### src/rtl/arb_rr8.sv
// 8-way round-robin arbiter with registered one-hot grant held until release.
// Optional hold-time limit enabled by defining ARB_TIMEOUT_EN (limit = MAX_HOLD cycles).
module arb_rr8 #(
  parameter int unsigned MAX_HOLD = 16
) (
  input  logic       clk,
  input  logic       rst_n,
  input  logic [7:0] req,
  output logic [7:0] grant,
  output logic [2:0] grant_idx,
  output logic       busy,
  output logic       timeout
);

  typedef enum logic {IDLE, BUSY} state_t;

  state_t     state, state_nxt;
  logic [7:0] grant_nxt;
  logic [2:0] idx_nxt;
  logic [2:0] last, last_nxt;
  logic       busy_nxt;
  logic       found;
  logic [2:0] cand;
  logic [2:0] winner;

  if (MAX_HOLD < 2 || MAX_HOLD > 256) begin : g_bad_max_hold
    $error("arb_rr8: MAX_HOLD must be in 2..256");
  end

`ifdef ARB_TIMEOUT_EN
  logic [7:0] hold_cnt, hold_nxt;
  logic       timeout_nxt;
`endif

  // Search starts just after the most recent owner, wrapping modulo 8.
  always_comb begin
    found  = 1'b0;
    winner = '0;
    cand   = '0;
    for (int unsigned i = 0; i < 8; i++) begin
      cand = last + 3'd1 + 3'(i);
      if (!found && req[cand]) begin
        found  = 1'b1;
        winner = cand;
      end
    end
  end

  always_comb begin
    state_nxt   = state;
    grant_nxt   = grant;
    idx_nxt     = grant_idx;
    last_nxt    = last;
    busy_nxt    = busy;
`ifdef ARB_TIMEOUT_EN
    hold_nxt    = hold_cnt;
    timeout_nxt = 1'b0;
`endif
    case (state)
      IDLE: begin
        if (found) begin
          state_nxt = BUSY;
          grant_nxt = 8'b1 << winner;
          idx_nxt   = winner;
          last_nxt  = winner;
          busy_nxt  = 1'b1;
`ifdef ARB_TIMEOUT_EN
          hold_nxt  = '0;
`endif
        end
      end
      BUSY: begin
        if (!req[grant_idx]) begin
          state_nxt = IDLE;
          grant_nxt = '0;
          busy_nxt  = 1'b0;
        end
`ifdef ARB_TIMEOUT_EN
        // Release takes precedence over revoke on the same edge.
        else if (hold_cnt == 8'(MAX_HOLD - 1)) begin
          state_nxt   = IDLE;
          grant_nxt   = '0;
          busy_nxt    = 1'b0;
          timeout_nxt = 1'b1;
          last_nxt    = grant_idx;
        end else begin
          hold_nxt = hold_cnt + 8'd1;
        end
`endif
      end
      default: state_nxt = IDLE;
    endcase
  end

  always_ff @(posedge clk or negedge rst_n) begin
    if (!rst_n) begin
      state     <= IDLE;
      grant     <= '0;
      grant_idx <= '0;
      last      <= 3'd7;
      busy      <= 1'b0;
    end else begin
      state     <= state_nxt;
      grant     <= grant_nxt;
      grant_idx <= idx_nxt;
      last      <= last_nxt;
      busy      <= busy_nxt;
    end
  end

`ifdef ARB_TIMEOUT_EN
  always_ff @(posedge clk or negedge rst_n) begin
    if (!rst_n) begin
      hold_cnt <= '0;
      timeout  <= 1'b0;
    end else begin
      hold_cnt <= hold_nxt;
      timeout  <= timeout_nxt;
    end
  end
`else
  assign timeout = 1'b0;
`endif

endmodule

### config.mk
export PLATFORM = sky130hd
export DESIGN_NAME = arb_rr8
export DESIGN_NICKNAME = d
export VERILOG_FILES = /design/src/rtl/arb_rr8.sv
export SDC_FILE = /design/constraint.sdc
export NUM_CORES = 1
export LEC_CHECK = 0
export ABC_AREA = 1
export CAP_MARGIN = 20
export CORE_MARGIN = 2
export CORE_UTILIZATION = 35
export CTS_CLUSTER_DIAMETER = 40
export DETAILED_ROUTE_END_ITERATION = 8
export MAX_ROUTING_LAYER = met4
export RECOVER_POWER = 25
export SETUP_SLACK_MARGIN = 0.02
export SYNTH_ARGS = -nofsm -noshare
export SYNTH_HDL_FRONTEND = slang
export SYNTH_SLANG_ARGS = --single-unit
### constraint.sdc
create_clock -name clk -period 6.1 [get_ports clk]
set_input_delay 0.915 -clock clk [delete_from_list [all_inputs] [get_ports clk]]
set_output_delay 0.915 -clock clk [all_outputs]
set_load 0.005 [all_outputs]
==> results.md <==
- The final cycle utilization of the critical path is 0.597.
- The starting utilization of the core area is 0.365.
- The non-filler instance count after layout is 367.
- The number of instances in the placed design is 363.
- At the end of routability-driven placement, the weighted congestion stood at 0.863.
- The count of antenna-violating nets left after detailed routing is 0.
- The via count of the first global-routing pass is 1,549.
- Counting every net in the synthesized netlist gives 294.
- For this run, design rule violations remaining after detail routing come to 0.
- The smallest clock period supported by the final layout is computed as 3640 ps.
- The net count of the finished layout is 313.
- The post-synthesis sequential element count is 16.
- The maximum clock insertion buffer count is 2.
- The transition time of the tightest slew-check pin is 705 ps.
- The mean number of vias per cell is 4.75.
- The beginning of the worst hold path is grant[0]$_DFFE_PN0P_.
- The detail-routed net length per standard cell is 11.8 um.
- The final setup TNS is 0 ps.
- Synthesis produced 282 cells.
- The flow ran to the end, and the final reports show no timing, DRC or antenna violations.
- The half-perimeter wire length of the detailed placement result is 3.49 mm.
- The combined global-route utilization of all metal layers is 0.175.
- The max-cap violation count is 0.
- At the later pin of the worst-skew pair, clock insertion delay measures 250 ps.
- The worst relative slew slack is 0.529.
- The number of antenna diodes in the final layout is 0.
- From bottom edge to top edge, the die measures 74.2 um.
- The launching instance or port of the critical path is last[0]$_DFFE_PN1P_.
- Summing every instance area after synthesis gives 1730 um^2.
- The share of the Yosys chip area taken by registers is 0.234.
- The fraction of final layout cells with drive strength greater than 1 is 0.137.
- The detailed-route via count is 1,743.
- The category of the worst setup path launch point is a register.
- The routed wire length is 4.34 mm.
- Clock-pin slew was measured on the worst setup and hold paths at 60 ps.
- In this run the tool buffered the top-level ports with 21 buffer cells.
- The setup slack of the worst register-to-register path is 2460 ps.
- By area the synthesized netlist is led by sky130_fd_sc_hd__nand2_1 28%, sky130_fd_sc_hd__dfrtp_1 19%, sky130_fd_sc_hd__nand3_1 11%, sky130_fd_sc_hd__dfstp_2 4.6%, sky130_fd_sc_hd__inv_1 4.4%.
- The deepest level of the CTS H-tree is 1.
- By startpoint and endpoint, the worst setup path is classified as reg2reg.
- For this block, the initial DRC count from the detailed router was 103.
- The worst hold path belongs to the class reg2reg.
- In this run, distinct cell masters in the synthesized netlist total 28.
- The number of antenna violations at the first check in global routing is 0.
- The library cell occupying the most area in the post-synthesis netlist is sky130_fd_sc_hd__nand2_1.
- Data on the critical path arrives at its endpoint at 3760 ps.
- Row generation in the floorplan step produced 25 rows.
- The width of the die is 74.2 um.
- The first global-routing pass estimated 7.37 mm of wire.
- The root buffer cell is sky130_fd_sc_hd__clkbuf_8.
- Setup repair after global routing left no endpoint under its margin.
- Entering global routing, the biggest net connects 21 pins.
- The count of final hold-check violations is 0.
- The die covers 5510 um^2.
- TritonCTS built the clock tree.
- The final-report setup violation count is 0.
- The number of hold buffers added after CTS is 0.
- In this run the standard cell core region covers 4720 um^2.
- STA puts the critical path data required time at 6220 ps.
- In this run the worst path has a maximum fanout of 20.
- STA classifies the critical path endpoint as a register.
- The number of clock buffers added by TritonCTS is 3.
- The origin of the critical flop-to-flop path is last[0]$_DFFE_PN1P_.
- The library cell used most frequently in the layout, excluding fill and tap cells, is sky130_fd_sc_hd__nand2_1.
- The total overflow left after global routing is 0.
- The number of post-CTS setup repair buffers is 0.
- The count of warnings emitted by yosys is 0.
- The total count of max-transition violations in the final report is 0.
- Static timing analysis puts the maximum clock frequency at 274 MHz.
- Between clock sinks in the finished design, the worst skew comes to 2.63 ps.
- Post-CTS repair changed the size of 0 cells.
- The clock sink total is 16.
- The per-instance average area after synthesis is 6.12 um^2.
- Compared with the post-synthesis result, the final layout area differs by 17.3%.
- During I/O placement, the number of pins put on the boundary was 23.
- The first detailed-routing pass took 4 iterations.
- The top-area cell type share of the netlist area is 0.276.
- In the layout the commonest cells are 127 x sky130_fd_sc_hd__nand2_1, 37 x sky130_fd_sc_hd__nand3_1, 20 x sky130_fd_sc_hd__inv_1, 20 x sky130_fd_sc_hd__clkdlybuf4s50_1, 14 x sky130_fd_sc_hd__nor2_1.
==> layer usage <==
| metal | vias to the layer above | GRT usage | routed length [um] |
|---|---|---|---|
| met2 | 39 | 0.276 | 1940 |
| met3 | 2 | 0.0122 | 165 |
| li1 | 935 | - | - |
| met5 | - | - | 0 |
| met1 | 767 | 0.253 | 2220 |
| met4 | 0 | 0.0238 | 15 |
==> logic make-up after synthesis <==
logic type | synth area share
flops | 0.234
other cells | 0.00217
buf+inv | 0.0870
simple gates | 0.582
fa+ha+maj | 0.0145
compound gates | 0.0805
==> final timing paths <==
path,endpoint,cells after the start
min reg2reg,grant[0]$_DFFE_PN0P_,2
min,grant[0]$_DFFE_PN0P_,2
max in group asynchronous,grant_idx[1]$_DFFE_PN0P_,1
max,grant_idx[2]$_DFFE_PN0P_,17
max reg2reg,grant_idx[2]$_DFFE_PN0P_,17
min in group asynchronous,grant[2]$_DFFE_PN0P_,1
==> final cells by class <==
class | count | area, um^2
fill | 498 | 2700
multi-input combinational | 234 | 1170
sequential | 16 | 404
timing repair buffer | 21 | 210
inverter | 25 | 98.8
tap | 67 | 83.8
clock buffer | 4 | 55.1
==> state kept, by name (all words and copies together), names as in the netlist <==
name	count
grant	8
grant_idx	3
last	3
busy	1
state	1
==> Yosys cell counts (all sizes together) <==
master and number:
nand2 145, a31oi 2, nand4 7, nor2 18
inv 25, ha 2, nand3 40, o21ai 12
dfstp 3, dfrtp 13, a21oi 5, o211ai 2
clkbuf 1, buf 6, conb 1
==> worst max-delay path: stages, from the launching register on <==
cell and delay [ps]:
sky130_fd_sc_hd__dfstp_2 760, sky130_fd_sc_hd__inv_4 160, sky130_fd_sc_hd__ha_1 540, sky130_fd_sc_hd__inv_1 290, sky130_fd_sc_hd__nand2_1 120, sky130_fd_sc_hd__nand2_1 160, sky130_fd_sc_hd__nand2_1 100, sky130_fd_sc_hd__nand2_1 110
sky130_fd_sc_hd__nand2_2 100, sky130_fd_sc_hd__nand2_4 70, sky130_fd_sc_hd__nor2_8 110, sky130_fd_sc_hd__nand4_4 100, sky130_fd_sc_hd__nor2_4 180, sky130_fd_sc_hd__nand2_2 80, sky130_fd_sc_hd__o21ai_4 260, sky130_fd_sc_hd__inv_4 110
sky130_fd_sc_hd__nand2_1 140, sky130_fd_sc_hd__o21ai_0 120
==> stage by stage <==
step / hold slack, ps / utilization / worst slack (ps) / cell area [um^2]
floorplan: 450 / - / 3290 / 1730
global placement: 462 / 0.417 / 2500 / 1970
detailed placement: 462 / 0.417 / 2490 / 1970
CTS: 485 / 0.428 / 2450 / 2020
global route: 499 / 0.428 / 2020 / 2020
finish: 481 / 0.428 / 2460 / 2020
Power is not shown: default switching activity piles up to over one toggle a cycle in this logic, so the estimate is an artifact.
